## config.mk

```make
export PLATFORM = sky130hd
export DESIGN_NAME = alu_op_scheduler
export DESIGN_NICKNAME = d
export VERILOG_FILES = /design/src/rtl/alu_op_scheduler.sv
export SDC_FILE = /design/constraint.sdc
export NUM_CORES = 1
export LEC_CHECK = 0
export CORE_MARGIN = 5
export CORE_UTILIZATION = 46
export DETAILED_ROUTE_END_ITERATION = 7
export GPL_TIMING_DRIVEN = 0
export PLACE_DENSITY = 0.71
export SYNTH_ARGS = -nofsm -noshare
export SYNTH_HDL_FRONTEND = slang
export SYNTH_SLANG_ARGS = --single-unit
```

## constraint.sdc

```tcl
create_clock -name clk -period 5.3 [get_ports clk]
set_clock_uncertainty 0.05 [all_clocks]
set_input_delay 0.53 -clock clk [delete_from_list [all_inputs] [get_ports clk]]
set_output_delay 0.53 -clock clk [all_outputs]
set_load 0.02 [all_outputs]
```

## src/rtl/alu_op_scheduler.sv

```systemverilog
// Two-requester ALU scheduler: round-robin grant, then a one-cycle execute, then a held response.
// Optional build macro ALU_SCHED_FLAGS_EN adds registered rsp_zero / rsp_neg result flags.
module alu_op_scheduler #(
    parameter int N = 8
) (
    input  logic         clk,
    input  logic         rst_n,
    input  logic         req0_valid,
    input  logic         req1_valid,
    output logic         req0_ready,
    output logic         req1_ready,
    input  logic [2:0]   req0_op,
    input  logic [2:0]   req1_op,
    input  logic [N-1:0] req0_a,
    input  logic [N-1:0] req0_b,
    input  logic [N-1:0] req1_a,
    input  logic [N-1:0] req1_b,
    output logic         rsp_valid,
    input  logic         rsp_ready,
    output logic         rsp_id,
    output logic [N-1:0] rsp_res,
    output logic         rsp_cout,
    output logic         busy
`ifdef ALU_SCHED_FLAGS_EN
    ,
    output logic         rsp_zero,
    output logic         rsp_neg
`endif
);

    typedef enum logic [1:0] {
        ST_IDLE = 2'd0,
        ST_EXEC = 2'd1,
        ST_RESP = 2'd2
    } state_t;

    localparam logic [N:0] ONE_EXT = {{N{1'b0}}, 1'b1};

    state_t         state_q,     state_d;
    logic           ptr_q,       ptr_d;
    logic [2:0]     op_q,        op_d;
    logic [N-1:0]   a_q,         a_d;
    logic [N-1:0]   b_q,         b_d;
    logic           id_q,        id_d;
    logic           rsp_valid_q, rsp_valid_d;
    logic [N-1:0]   rsp_res_q,   rsp_res_d;
    logic           rsp_cout_q,  rsp_cout_d;
    logic           rsp_id_q,    rsp_id_d;
`ifdef ALU_SCHED_FLAGS_EN
    logic           rsp_zero_q,  rsp_zero_d;
    logic           rsp_neg_q,   rsp_neg_d;
`endif

    logic           any_valid;
    logic           grant_id;
    logic           accept;
    logic [N:0]     alu_out;

    // With both valid the pointer decides; otherwise the lone valid requester wins.
    always_comb begin
        any_valid = req0_valid | req1_valid;
        grant_id  = (req0_valid && req1_valid) ? ptr_q : req1_valid;
        accept    = (state_q == ST_IDLE) && any_valid;
    end

    // Ready is gated by rst_n so it drops the instant reset asserts.
    assign req0_ready = rst_n && accept && !grant_id;
    assign req1_ready = rst_n && accept &&  grant_id;

    // Bit N carries the carry-out; -B reports carry exactly when B is zero.
    always_comb begin
        alu_out = '0;
        unique case (op_q)
            3'b000:  alu_out = {1'b0, b_q};
            3'b001:  alu_out = {1'b0, ~b_q};
            3'b010:  alu_out = {1'b0, a_q & b_q};
            3'b011:  alu_out = {1'b0, a_q | b_q};
            3'b100:  alu_out = {1'b0, a_q ^ b_q};
            3'b101:  alu_out = {1'b0, a_q} + {1'b0, b_q};
            3'b110:  alu_out = {1'b0, b_q} + ONE_EXT;
            default: alu_out = {(b_q == '0), (~b_q) + ONE_EXT[N-1:0]};
        endcase
    end

    always_comb begin
        state_d     = state_q;
        ptr_d       = ptr_q;
        op_d        = op_q;
        a_d         = a_q;
        b_d         = b_q;
        id_d        = id_q;
        rsp_valid_d = rsp_valid_q;
        rsp_res_d   = rsp_res_q;
        rsp_cout_d  = rsp_cout_q;
        rsp_id_d    = rsp_id_q;
`ifdef ALU_SCHED_FLAGS_EN
        rsp_zero_d  = rsp_zero_q;
        rsp_neg_d   = rsp_neg_q;
`endif
        unique case (state_q)
            ST_IDLE: begin
                if (accept) begin
                    id_d    = grant_id;
                    ptr_d   = ~grant_id;
                    op_d    = grant_id ? req1_op : req0_op;
                    a_d     = grant_id ? req1_a  : req0_a;
                    b_d     = grant_id ? req1_b  : req0_b;
                    state_d = ST_EXEC;
                end
            end
            ST_EXEC: begin
                rsp_res_d   = alu_out[N-1:0];
                rsp_cout_d  = alu_out[N];
                rsp_id_d    = id_q;
                rsp_valid_d = 1'b1;
`ifdef ALU_SCHED_FLAGS_EN
                rsp_zero_d  = (alu_out[N-1:0] == '0);
                rsp_neg_d   = alu_out[N-1];
`endif
                state_d     = ST_RESP;
            end
            ST_RESP: begin
                // Result fields stay as-is after hand-off; only valid drops.
                if (rsp_ready) begin
                    rsp_valid_d = 1'b0;
                    state_d     = ST_IDLE;
                end
            end
            default: state_d = ST_IDLE;
        endcase
    end

    always_ff @(posedge clk or negedge rst_n) begin
        if (!rst_n) begin
            state_q     <= ST_IDLE;
            ptr_q       <= 1'b0;
            op_q        <= '0;
            a_q         <= '0;
            b_q         <= '0;
            id_q        <= 1'b0;
            rsp_valid_q <= 1'b0;
            rsp_res_q   <= '0;
            rsp_cout_q  <= 1'b0;
            rsp_id_q    <= 1'b0;
`ifdef ALU_SCHED_FLAGS_EN
            rsp_zero_q  <= 1'b0;
            rsp_neg_q   <= 1'b0;
`endif
        end else begin
            state_q     <= state_d;
            ptr_q       <= ptr_d;
            op_q        <= op_d;
            a_q         <= a_d;
            b_q         <= b_d;
            id_q        <= id_d;
            rsp_valid_q <= rsp_valid_d;
            rsp_res_q   <= rsp_res_d;
            rsp_cout_q  <= rsp_cout_d;
            rsp_id_q    <= rsp_id_d;
`ifdef ALU_SCHED_FLAGS_EN
            rsp_zero_q  <= rsp_zero_d;
            rsp_neg_q   <= rsp_neg_d;
`endif
        end
    end

    assign rsp_valid = rsp_valid_q;
    assign rsp_res   = rsp_res_q;
    assign rsp_cout  = rsp_cout_q;
    assign rsp_id    = rsp_id_q;
    assign busy      = (state_q != ST_IDLE);
`ifdef ALU_SCHED_FLAGS_EN
    assign rsp_zero  = rsp_zero_q;
    assign rsp_neg   = rsp_neg_q;
`endif

endmodule

```

==> impl_metrics.py, run 1 <==
metrics = {
    "logic_synthesis": {
        "ys.warnings.count": 0,
        "synth_edf_count": 0,
        "ys_ff_latch": 34,
        "syn_inst": 292,
        "synth_seq_area_share": 0.323,
        "synth_ff_type": "dfrtp_1",
        "async_reset_ff_frac": 1.00,
        "syn_avg_cell_area_um2": 9.02,
        "synth_nets": 361,
        "synthDistinctLibCells": 46,
        "synthesis.area_um2": 2630,
    },
    "die": {
        "die_h_um": 85.7,
        "dieArea_um2": 7340,
        "io-pin-count": 57,
        "initial_core_util": 0.475,
        "core_area_um2": 5540,
        "num_rows": 27,
        "chipWidth_um": 85.7,
    },
    "cts": {
        "clkSlewWorstSetupHoldPaths_ps": 80,
        "clk_latency_ps": 300,
        "cts_tree": "done",
        "cts_resized": 0,
        "post_cts.repair.setup_buffers": 0,
        "cts_max_level": 2,
        "root_buffer": "clkbuf_8",
        "cts_made_buffers": 5,
        "cts_hold_buf": 0,
        "cts_sinks": 34,
        "cts_max_path_buffers": 2,
    },
    "route": {
        "drt_iter0_drc": 249,
        "dr.pass1.iters": 6,
        "wl_per_cell_um": 16.2,
        "wirelength_mm": 6.92,
        "drt.antenna.violating_nets": 0,
        "avgViaCountPerCell": 5.70,
        "vias": 2440,
        "drc": 0,
    },
    "timing": {
        "period_share": 0.608,
        "tightest_slew_ps": 779,
        "fmax_mhz": 310,
        "drv_slew": 0,
        "rsz0062_at_grt": "false",
        "tns_ps": 0,
        "finalHoldViolations": 0,
        "slew_headroom": 0.481,
        "fin_ws_ps": 2080,
        "period_needed_ps": 3220,
        "worst_hold_slack_ps": 255,
        "final-setup-viol-count": 0,
    },
    "pwr": {
        "vdd_drop_max_v": 0.000257,
        "powerDensity_nw_per_um2": 645,
        "p_leak_nw": 1.59,
        "p_total_w": 0.00218,
    },
    "critical_path": {
        "worstPathCellList": "buf_6 > clkbuf_1 > nand3b_1 > and2_1 > fa_1 > a211oi_1 > o21bai_1 > a21oi_1 > nor3_1 > o32a_1",
        "cp.buffers_inverters": 2,
        "worst_setup_path_start_kind": "flop",
        "end_kind": "flop",
        "worstPathArrival_ps": 3370,
        "cp_max_fo": 10,
        "crit_path_top_delay_cell": "fa_1",
        "path_class": "reg2reg",
        "path_delay_family": "compound AO/OA/AOI/OAI gates",
        "worstReg2RegStart": "op_q[1]",
        "cp.required_ps": 5440,
        "crit_path_max_incr_delay_ps": 460,
        "cp-startpoint": "op_q[1]",
    },
    "layout": {
        "n_antenna_cell": 0,
        "area_delta_synth_final_pct": 28.1,
        "drive_above_1_share": 0.0646,
        "nFillCells": 527,
        "final_common_cell": "clkdlybuf4s50_1",
        "instances_no_fill": 428,
        "layout_common_cells": "clkdlybuf4s50_1 (55), inv_1 (44), dfrtp_1 (34), ha_1 (25), a222oi_1 (19)",
        "nets": 424,
    },
    "flow_run": {
        "max-cap-violations": 0,
    },
    "grt": {
        "grt_util_all_layers": 0.194,
        "grt_pass1_wl_mm": 11.2,
        "grt_pass1_vias": 2322,
        "grt_overflow_total": 0,
        "antenna_found_initial": 0,
        "grt_start_max_net_pins": 37,
    },
    "placement": {
        "detailedPlace.worstSlack_ps": 2100,
        "globalplace.congestion": 0.857,
        "place_inst": 420,
        "dp_hpwl_mm": 5.26,
        "numPortBuffers": 56,
    },
    "outcome": {
        "status": "completed",
    },
    "min_path": {
        "hold_path.class": "in2async",
    },
}
==> metal layers <==
layer,global-route usage,share of wire
met5,0,0
met4,0.0763,0.016
met3,0.0240,0.042
met2,0.329,0.49
met1,0.252,0.45
==> registers in the layout, summed over array words and instances, names as in the netlist <==
| signal | count |
|---|---|
| a_q | 8 |
| b_q | 8 |
| id_q | 1 |
| op_q | 3 |
| ptr_q | 1 |
| rsp_cout | 1 |
| rsp_id | 1 |
| rsp_res | 8 |
| rsp_valid | 1 |
| state_q | 2 |
==> layout make-up <==
type / count / area [µm²] / area share
Multi-Input combinational cell: 198 / 1510 / 0.448
Clock buffer: 6 / 82.6 / 0.0245
Clock inverter: 2 / 12.5 / 0.00371
Buffer: 16 / 106 / 0.0315
Inverter: 44 / 165 / 0.0490
Timing Repair Buffer: 56 / 556 / 0.165
Sequential cell: 34 / 851 / 0.252
Tap cell: 72 / 90.1 / 0.0267
==> cells in the mapped netlist (9+ instances only) <==
cell type | number | area share
nor3_1 | 9 | 0.017
nor2_1 | 15 | 0.021
a21oi_1 | 9 | 0.017
dfrtp_1 | 34 | 0.32
a222oi_1 | 19 | 0.072
mux2i_1 | 11 | 0.042
o21ai_0 | 16 | 0.030
inv_1 | 44 | 0.063
and2_1 | 9 | 0.021
ha_1 | 25 | 0.12
nand2_1 | 17 | 0.024
==> through the flow <==
step            util  area [µm²]
2_1_floorplan      -        2630
3_3_place_gp   0.593        3280
3_5_place_dp   0.592        3280
4_1_cts        0.609        3370
5_1_grt        0.609        3370
6_report       0.609        3370
==> worst paths after layout <==
check / to / slack (ps) / depth (start not counted)
max reg2reg: rsp_cout / 2080 / 10
min reg2reg: rsp_res[2] / 430 / 2
min in group clk: rsp_res[2] / 430 / 2
min: op_q[0] / 250 / 1
max in group asynchronous: rsp_res[5] / 4450 / 1
max: rsp_cout / 2080 / 10
==> power breakdown <==
part           leakage, nW  switching, W  total [W]  internal (W)
Sequential           0.416      0.000154   0.000542      0.000388
Clock               0.0472      0.000106   0.000210      0.000105
Combinational         1.13      0.000764    0.00142      0.000659
==> cells by family after synthesis <==
kind of cell,Yosys count,synth area share
simple gates,71,0.137
fa+ha+maj,26,0.126
buf+inv,60,0.103
compound gates,79,0.224
mux,12,0.0504
flops,34,0.323
xor+xnor,10,0.0361
Note: power is estimated with default switching activity, not from simulation.
==> run 2: changes to the inputs <==
--- a/config.mk
+++ b/config.mk
@@ -9,7 +9,7 @@
 export CORE_UTILIZATION = 46
 export DETAILED_ROUTE_END_ITERATION = 7
 export GPL_TIMING_DRIVEN = 0
-export PLACE_DENSITY = 0.71
+export PLACE_DENSITY = 0.73
 export SYNTH_ARGS = -nofsm -noshare
 export SYNTH_HDL_FRONTEND = slang
 export SYNTH_SLANG_ARGS = --single-unit
==> constraint.sdc (replaced) <==
create_clock -name clk -period 2.72 [get_ports clk]
set_clock_uncertainty 0.05 [all_clocks]
set_input_delay 0.272 -clock clk [delete_from_list [all_inputs] [get_ports clk]]
set_output_delay 0.272 -clock clk [all_outputs]
set_load 0.02 [all_outputs]
==> impl_metrics.py, run 2 (same netlist as run 1, synthesis figures left out) <==
metrics = {
    "cts": {
        "cts_max_path_buffers": 2,
        "clkSlewWorstSetupHoldPaths_ps": 80,
        "cts_tree": "done",
        "cts_max_level": 2,
        "clk_latency_ps": 300,
        "cts_sinks": 34,
        "root_buffer": "clkbuf_8",
        "cts_hold_buf": 0,
        "cts_made_buffers": 5,
    },
    "layout": {
        "nets": 427,
        "drive_above_1_share": 0.103,
        "post-route-util": 0.624,
        "area_delta_synth_final_pct": 31.3,
        "final_common_cell": "clkdlybuf4s50_1",
        "n_antenna_cell": 0,
        "layout_common_cells": "clkdlybuf4s50_1 (55), inv_1 (44), dfrtp_1 (34), ha_1 (23), a222oi_1 (19)",
    },
    "critical_path": {
        "end_kind": "output port",
        "worstPathCellList": "nor2_2 > inv_1 > a211oi_2 > buf_4 > and2_1 > clkdlybuf4s50_1",
        "crit_path_top_delay_cell": "clkdlybuf4s50_1",
        "cp.required_ps": 2400,
        "cp_max_fo": 10,
        "crit_path_max_incr_delay_ps": 610,
        "worstPathArrival_ps": 2250,
        "path_class": "reg2out",
        "worst_setup_path_start_kind": "flop",
    },
    "timing": {
        "slew_headroom": 0.487,
        "rsz0062_at_grt": "false",
        "fmax_mhz": 388,
        "final-setup-viol-count": 0,
        "tightest_slew_ps": 770,
        "fin_ws_ps": 145,
        "worst_hold_slack_ps": -0.399,
        "drv_slew": 0,
        "finalHoldViolations": 1,
        "period_needed_ps": 2570,
        "period_share": 0.947,
    },
    "route": {
        "avgViaCountPerCell": 5.65,
        "wirelength_mm": 6.76,
        "drt_iter0_drc": 182,
        "vias": 2437,
        "drt.antenna.violating_nets": 0,
        "drc": 0,
        "dr.pass1.iters": 8,
        "wl_per_cell_um": 15.7,
    },
    "die": {
        "num_rows": 27,
        "io-pin-count": 57,
        "core_area_um2": 5540,
        "dieArea_um2": 7340,
        "chipWidth_um": 85.7,
        "initial_core_util": 0.475,
        "die_h_um": 85.7,
    },
    "outcome": {
        "status": "finished, violations left",
        "failed_checks": "negative hold slack",
    },
    "min_path": {
        "hold_path.class": "in2async",
    },
    "pwr": {
        "p_comb_frac": 0.661,
        "switching_share": 0.463,
        "power_frac_seq": 0.246,
        "powerDensity_nw_per_um2": 1260,
        "p_total_w": 0.00436,
        "p_leak_nw": 1.62,
        "power.switching_w": 0.00202,
        "intPower_w": 0.00234,
        "p_clk_frac": 0.093,
        "vdd_drop_max_v": 0.000561,
    },
    "grt": {
        "grt_pass1_wl_mm": 11.2,
        "grt_util_all_layers": 0.193,
        "grt_pass1_vias": 2275,
        "grt_overflow_total": 0,
        "antenna_found_initial": 0,
        "grt_start_max_net_pins": 37,
    },
    "placement": {
        "globalplace.congestion": 0.857,
        "detailedPlace.worstSlack_ps": -487,
        "numPortBuffers": 56,
        "dp_hpwl_mm": 5.23,
    },
    "flow_run": {
        "max-cap-violations": 0,
    },
}
==> run 2: changes by cell type in the layout (fill, tap and decap cells not counted), moves of 2 or more <==
cell / delta
a211oi_2: +3
a211oi_1: -3
clkbuf_1: -2
buf_6: +2
o21ai_1: +2
buf_4: +4
ha_1: -2
o21ai_0: -2
==> run 2: per-stage QoR <==
stage / area (µm²) / TNS (ps) / cells
final: 3460 / 0 / 431
after global placement: 3280 / -2540 / 420
after global routing: 3460 / 0 / 431
after detailed placement: 3280 / -2050 / 420
after floorplan: 2630 / 0 / 292
after CTS: 3390 / 0 / 428
==> run 2: worst max-delay path: cells and delay by family (launching register included) <==
kind | cells | cell delay (ps)
DFF | 1 | 430
and+or+nand+nor | 2 | 330
AOI/OAI and AO/OA | 1 | 260
buffers and inverters | 3 | 930
==> run 2: per-layer routing <==
metal	GRT usage	vias up	routed length, µm
li1	-	1190	-
met1	0.260	1161	2960
met2	0.311	75	3220
met3	0.0288	11	434
met4	0.0748	0	141
met5	0	-	0
==> run 2: final timing paths <==
| check | start | endpoint | slack [ps] | cells past startpoint |
|---|---|---|---|---|
| worst max-delay path | state_q[1] | req0_ready | 150 | 6 |
| max in group asynchronous | rst_n | a_q[7] | 2130 | 1 |
| worst min-delay path | rst_n | ptr_q | -0.4 | 1 |
| worst min register to register | rsp_res[2] | rsp_res[2] | 430 | 2 |
| worst max register to register | op_q[0] | rsp_res[7] | 150 | 11 |
| min in group clk | rsp_res[2] | rsp_res[2] | 430 | 2 |
==> run 2: area by class of cell <==
cell class	count	area, µm²
Fill cell	473	2080
Multi-Input combinational cell	198	1550
Sequential cell	34	851
Timing Repair Buffer	61	597
Inverter	44	165
Buffer	14	105
Tap cell	72	90.1
Clock buffer	6	82.6
Clock inverter	2	12.5
==> run 2: timing repair <==
action,in CTS,in global routing
pin swaps,1,4
endpoints found under the setup margin,9,8
buffers inserted,1,4
endpoints found under the hold margin,0,0
gates resized for setup,6,12
==> run 2: power groups by stage <==
stage	sequential, W	combinational (W)	clock, W
floorplan	0.00107	0.00194	0
global placement	0.00106	0.00268	0
detailed placement	0.00107	0.00274	0
CTS	0.00106	0.00278	0.000417
global route	0.00112	0.00322	0.000429
finish	0.00107	0.00288	0.000405
